### src/rtl/ex_muldiv_unit.sv
// Iterative RV32M multiply/divide for the EX stage: 32 shift-add or restoring
// shift-subtract steps, holding the upstream pipeline via BUSYWAIT until DONE.
module ex_muldiv_unit #(
   parameter int XLEN = 32
) (
   input  logic            CLK,
   input  logic            RESET,
   input  logic [4:0]      IN_ALU_OP,
   input  logic [XLEN-1:0] IN_DATA1,
   input  logic [XLEN-1:0] IN_DATA2,
   input  logic            IN_STALL,
   output logic [XLEN-1:0] OUT_RESULT,
   output logic            OUT_VALID,
   output logic            BUSYWAIT,
   output logic [1:0]      DBG_STATE
);

   localparam logic [1:0] S_IDLE = 2'd0;
   localparam logic [1:0] S_BUSY = 2'd1;
   localparam logic [1:0] S_DONE = 2'd2;

   localparam logic [XLEN-1:0] MIN_INT = {1'b1, {(XLEN-1){1'b0}}};

   logic [1:0]      state;
   logic [4:0]      count;
   logic [2:0]      op_q;
   logic            neg_q;
   logic            rem_neg_q;
   logic [XLEN-1:0] acc_hi;
   logic [XLEN-1:0] acc_lo;
   logic [XLEN-1:0] opb;
   logic [XLEN-1:0] result_q;

   logic            is_md;
   logic            in_div;
   logic [1:0]      in_sel;
   logic            in_s1;
   logic            in_s2;
   logic            neg1;
   logic            neg2;
   logic [XLEN-1:0] mag1;
   logic [XLEN-1:0] mag2;
   logic            div_zero;
   logic            div_ovf;
   logic [XLEN-1:0] special_res;

   // Operand decode for the op sitting in ID/EX; only sampled in IDLE.
   always_comb begin
      is_md    = (IN_ALU_OP[4:3] == 2'b01);
      in_div   = IN_ALU_OP[2];
      in_sel   = IN_ALU_OP[1:0];
      in_s1    = in_div ? ~in_sel[0] : (in_sel != 2'b11);
      in_s2    = in_div ? ~in_sel[0] : ~in_sel[1];
      neg1     = in_s1 & IN_DATA1[XLEN-1];
      neg2     = in_s2 & IN_DATA2[XLEN-1];
      mag1     = neg1 ? -IN_DATA1 : IN_DATA1;
      mag2     = neg2 ? -IN_DATA2 : IN_DATA2;
      div_zero = in_div && (IN_DATA2 == '0);
      div_ovf  = in_div && ~in_sel[0] && (IN_DATA1 == MIN_INT) && (IN_DATA2 == '1);
      if (div_zero)
         special_res = in_sel[1] ? IN_DATA1 : '1;
      else
         special_res = in_sel[1] ? '0 : MIN_INT;
   end

   logic [XLEN:0]     mul_sum;
   logic [XLEN:0]     div_shift;
   logic [XLEN:0]     div_diff;
   logic [XLEN-1:0]   nxt_hi;
   logic [XLEN-1:0]   nxt_lo;
   logic [2*XLEN-1:0] prod;
   logic [2*XLEN-1:0] prod_fix;
   logic [XLEN-1:0]   final_res;

   // One iteration: acc_hi/acc_lo hold product-high/multiplier for multiply,
   // partial remainder/dividend-becoming-quotient for divide.
   always_comb begin
      mul_sum   = {1'b0, acc_hi} + (acc_lo[0] ? {1'b0, opb} : '0);
      div_shift = {acc_hi, acc_lo[XLEN-1]};
      div_diff  = div_shift - {1'b0, opb};
      if (op_q[2]) begin
         if (!div_diff[XLEN]) begin
            nxt_hi = div_diff[XLEN-1:0];
            nxt_lo = {acc_lo[XLEN-2:0], 1'b1};
         end else begin
            nxt_hi = div_shift[XLEN-1:0];
            nxt_lo = {acc_lo[XLEN-2:0], 1'b0};
         end
      end else begin
         nxt_hi = mul_sum[XLEN:1];
         nxt_lo = {mul_sum[0], acc_lo[XLEN-1:1]};
      end
      prod     = {nxt_hi, nxt_lo};
      prod_fix = neg_q ? -prod : prod;
      if (!op_q[2])
         final_res = (op_q[1:0] == 2'b00) ? prod_fix[XLEN-1:0] : prod_fix[2*XLEN-1:XLEN];
      else if (op_q[1])
         final_res = rem_neg_q ? -nxt_hi : nxt_hi;
      else
         final_res = neg_q ? -nxt_lo : nxt_lo;
   end

   always_ff @(posedge CLK or negedge RESET) begin
      if (!RESET) begin
         state     <= S_IDLE;
         count     <= '0;
         op_q      <= '0;
         neg_q     <= 1'b0;
         rem_neg_q <= 1'b0;
         acc_hi    <= '0;
         acc_lo    <= '0;
         opb       <= '0;
         result_q  <= '0;
      end else begin
         case (state)
            S_IDLE: begin
               if (is_md) begin
                  op_q      <= IN_ALU_OP[2:0];
                  neg_q     <= neg1 ^ neg2;
                  rem_neg_q <= neg1;
                  acc_hi    <= '0;
                  acc_lo    <= mag1;
                  opb       <= mag2;
                  count     <= 5'd31;
                  if (div_zero || div_ovf) begin
                     result_q <= special_res;
                     state    <= S_DONE;
                  end else begin
                     state <= S_BUSY;
                  end
               end
            end
            S_BUSY: begin
               acc_hi <= nxt_hi;
               acc_lo <= nxt_lo;
               if (count == 5'd0) begin
                  result_q <= final_res;
                  state    <= S_DONE;
               end else begin
                  count <= count - 5'd1;
               end
            end
            S_DONE: begin
               if (!IN_STALL)
                  state <= S_IDLE;
            end
            default: state <= S_IDLE;
         endcase
      end
   end

   // BUSYWAIT is combinational on the op in IDLE, so it is gated by reset too.
   assign BUSYWAIT   = RESET && (((state == S_IDLE) && is_md) || (state == S_BUSY));
   assign OUT_VALID  = (state == S_DONE);
   assign OUT_RESULT = result_q;
   assign DBG_STATE  = state;

endmodule

### config.mk
export PLATFORM = sky130hd
export DESIGN_NAME = ex_muldiv_unit
export DESIGN_NICKNAME = d
export VERILOG_FILES = /design/src/rtl/ex_muldiv_unit.sv
export SDC_FILE = /design/constraint.sdc
export NUM_CORES = 1
export LEC_CHECK = 0
export BUFFER_PORTS_ARGS = -buffer_cell sky130_fd_sc_hd__clkbuf_2
export CAP_MARGIN = 5
export CORE_UTILIZATION = 63
export CTS_CLUSTER_DIAMETER = 80
export DETAILED_ROUTE_END_ITERATION = 10
export HOLD_SLACK_MARGIN = 0.05
export PLACE_DENSITY_LB_ADDON = 0.2
export SLEW_MARGIN = 5
export SYNTH_ARGS = -nofsm -noshare
export SYNTH_HDL_FRONTEND = slang
export SYNTH_SLANG_ARGS = --single-unit
export TNS_END_PERCENT = 30
### constraint.sdc
create_clock -name CLK -period 7 [get_ports CLK]
set_input_delay 1.4 -clock CLK [delete_from_list [all_inputs] [get_ports CLK]]
set_output_delay 1.4 -clock CLK [all_outputs]
set_load 0.01 [all_outputs]
==> run metrics <==
run status finished clean; area of the multi-input gates roughly 12000 sq um; DRC 0; largest net degree at the start of global routing 76; pre-CTS setup slack 0.828 ns; CORE AREA between 20000 and 25000 sq um; Slew HR 0.139; final WL 61100 microns; Post-Syn Instances 2144; Inserted Clock Buffers 17; Starting DRT DRC Count 2920; chip width 161 microns; CP max-delay cell or4_1; maximum clock path buffer count 2; CP delay by family, top simple AND/OR/NAND/NOR gates; Final Max Tran Viols 0; EDFF count, synth 0; Syn. warnings 0; CTS resizes 0; Initial Util 0.646; via count 17839; HP Class flop to flop; RSZ-0062 raised after global routing no; io pins about 110; die area 25800 sq um; crit path kind flop to flop; Bufs and invs on worst path 2; Cell Chain, Critical Path inv_1 -> ha_1 -> inv_1 -> fa_1 -> a211oi_2 -> o211ai_2 -> nand4_2 -> a21boi_4 -> o2111ai_2 -> a21boi_0 -> ha_1 -> o21ai_0 -> nor3_1 -> nand4_1 -> nor3_1 -> and2_1 -> nand4_2 -> or3_1 -> or4_1 -> o211ai_1 -> o31a_1 -> o211ai_1; Vias per Instance between 7 and 8; Final GP Congestion 1.07; #FFs+latches synth 140; Clk Tree Root Cell clkbuf_16; most common cell in the synthesized netlist nand2_1; grt total ovfl 0; Seq. cell area 3510 sq um; share of layout cells above drive strength 1 0.110; Final Critical Period 6.37 ns; Skew-Pair Late Insertion Delay around 0.45 ns; most common flop cell mapped by yosys dfrtp_1; clk sinks between 100 and 150; Worst Path Arrival 6.70 ns; Final setup viols 0; Layout fillers approximately 2100; mean post-synth cell area 7.40 sq um; First-pass DRT Iterations 9; CP max stage delay 0.60 ns; Final WS setup approximately 0.63 ns; Area Growth Syn to Fin 8.06%; first-pass GRT wire length 93900 microns; top cell type's share of synthesized area 0.221; Req. time, crit path 7.32 ns; setup tns final 0 ns; Post-Syn Nets 2289; worst slew pin tran approximately 1.3 ns; period utilisation layout 0.911; Final nets 2328; Async SR Flop Fraction 1.00; Max H-tree Level 4; clock transition at the registers of the reported paths 0.07 ns; Seq/Total Area, Yosys 0.221; GRT Util Overall 0.473; Chip Height 161 microns; diodes inserted 0; Fin. Hold Viols 0; Crit Path Max Fanout 8; post-synth cell types 102; HPWL Detailed about 46000 microns; Synth Cell Area 15900 sq um; hold buffers post-CTS 0; Rows 57; Worst setup SP type flop; crit end category flop; routed length per placed instance 24.2 microns; f_max about 0.16 GHz; commonest cells in the synthesized netlist nand2_1 (276), o21ai_0 (223), a21oi_1 (168); number of global-route vias before repair between 15000 and 20000; initial antenna violation count 2; ranking of synthesized cells by area dfrtp_1 (22%), o21ai_0 (7.0%), nand2_1 (6.5%); DRT antenna net count 0; Port Buf Inserts roughly 110; area leader, netlist dfrtp_1; MaxCap Viol Count 0; Worst Clk Skew approximately 0.016 ns; postcts setup bufs 0; CTS tree yes
## worst paths after layout
path | to | slack, ns | cells after the start | start
hold / removal | OUT_RESULT[7] | 0.48 | 2 | OUT_RESULT[7]
setup / recovery | OUT_RESULT[28] | 0.63 | 22 | acc_lo[31]
max in group asynchronous | acc_hi[4] | 4.30 | 3 | RESET
setup reg to reg | OUT_RESULT[28] | 0.63 | 22 | acc_lo[31]
min in group asynchronous | opb[24] | 0.88 | 1 | RESET
hold reg to reg | OUT_RESULT[7] | 0.48 | 2 | OUT_RESULT[7]
## per-stage QoR
step / instances / hold slack [ns] / instance area [sq um] / utilization
after floorplan: 2144 / 0.464 / 15900 / -
after global placement: 2488 / 0.460 / 16600 / 0.675
after detailed placement: 2488 / 0.470 / 16600 / 0.675
after CTS: 2520 / 0.487 / 17100 / 0.698
after global routing: 2520 / 0.504 / 17100 / 0.698
final: 2520 / 0.479 / 17100 / 0.698
## final cells by class
cell class	count	share of cell area
Clock buffer	17	0.0248
Clock inverter	15	0.00869
Inverter	82	0.0180
Multi-Input combinational cell	1805	0.675
Sequential cell	140	0.205
Tap cell	324	0.0237
Timing Repair Buffer	137	0.0448
## registers in the layout (all words and copies together), names as in the netlist
| register | cells |
|---|---|
| rem_neg_q | 1 |
| op_q | 3 |
| DBG_STATE | 2 |
| neg_q | 1 |
| OUT_RESULT | 32 |
| count | 5 |
| acc_hi | 32 |
| opb | 32 |
| acc_lo | 32 |
## worst register-to-register path: stages, from the launching register on
cell	delay [ns]
dfrtp_1	0.42
inv_1	0.12
ha_1	0.17
inv_1	0.05
fa_1	0.43
a211oi_2	0.25
o211ai_2	0.15
nand4_2	0.23
a21boi_4	0.10
o2111ai_2	0.52
a21boi_0	0.33
ha_1	0.23
o21ai_0	0.15
nor3_1	0.47
nand4_1	0.27
nor3_1	0.36
and2_1	0.26
nand4_2	0.19
or3_1	0.55
or4_1	0.60
o211ai_1	0.18
o31a_1	0.15
o211ai_1	0.08
## layout by cell type, fill, tap and decap left out, types with 27 or more instances in the layout
cell type,n
nand2_1,276
o21ai_0,223
a21oi_1,168
nor2_1,144
dfrtp_1,139
clkbuf_2,106
xnor2_1,100
inv_1,80
nor3_1,78
nand3_1,73
ha_1,71
xor2_1,70
mux2i_1,48
and2_1,46
o221ai_1,40
o211ai_1,30
buf_4,30
or3_1,27
## cells by family after synthesis
| family | share of synthesized area |
|---|---|
| xor+xnor | 0.0939 |
| simple gates | 0.258 |
| buf+inv | 0.0515 |
| compound gates | 0.277 |
| fa+ha+maj | 0.0585 |
| mux | 0.0401 |
| flops | 0.221 |
## layer usage
| layer | global-route usage | vias to the layer above | part of all wire | routed length, microns |
|---|---|---|---|---|
| met5 | 0 | - | 0.00021 | 13 |
| met3 | 0.156 | 289 | 0.15 | 9150 |
| met2 | 0.680 | 1329 | 0.41 | 24700 |
| met1 | 0.640 | 8291 | 0.39 | 23900 |
| met4 | 0.216 | 2 | 0.054 | 3290 |
| li1 | - | 7928 | - | - |
Power is left out: the tool's default activity adds up to more than one toggle a clock period on the data nets, which glitch-free logic cannot reach.
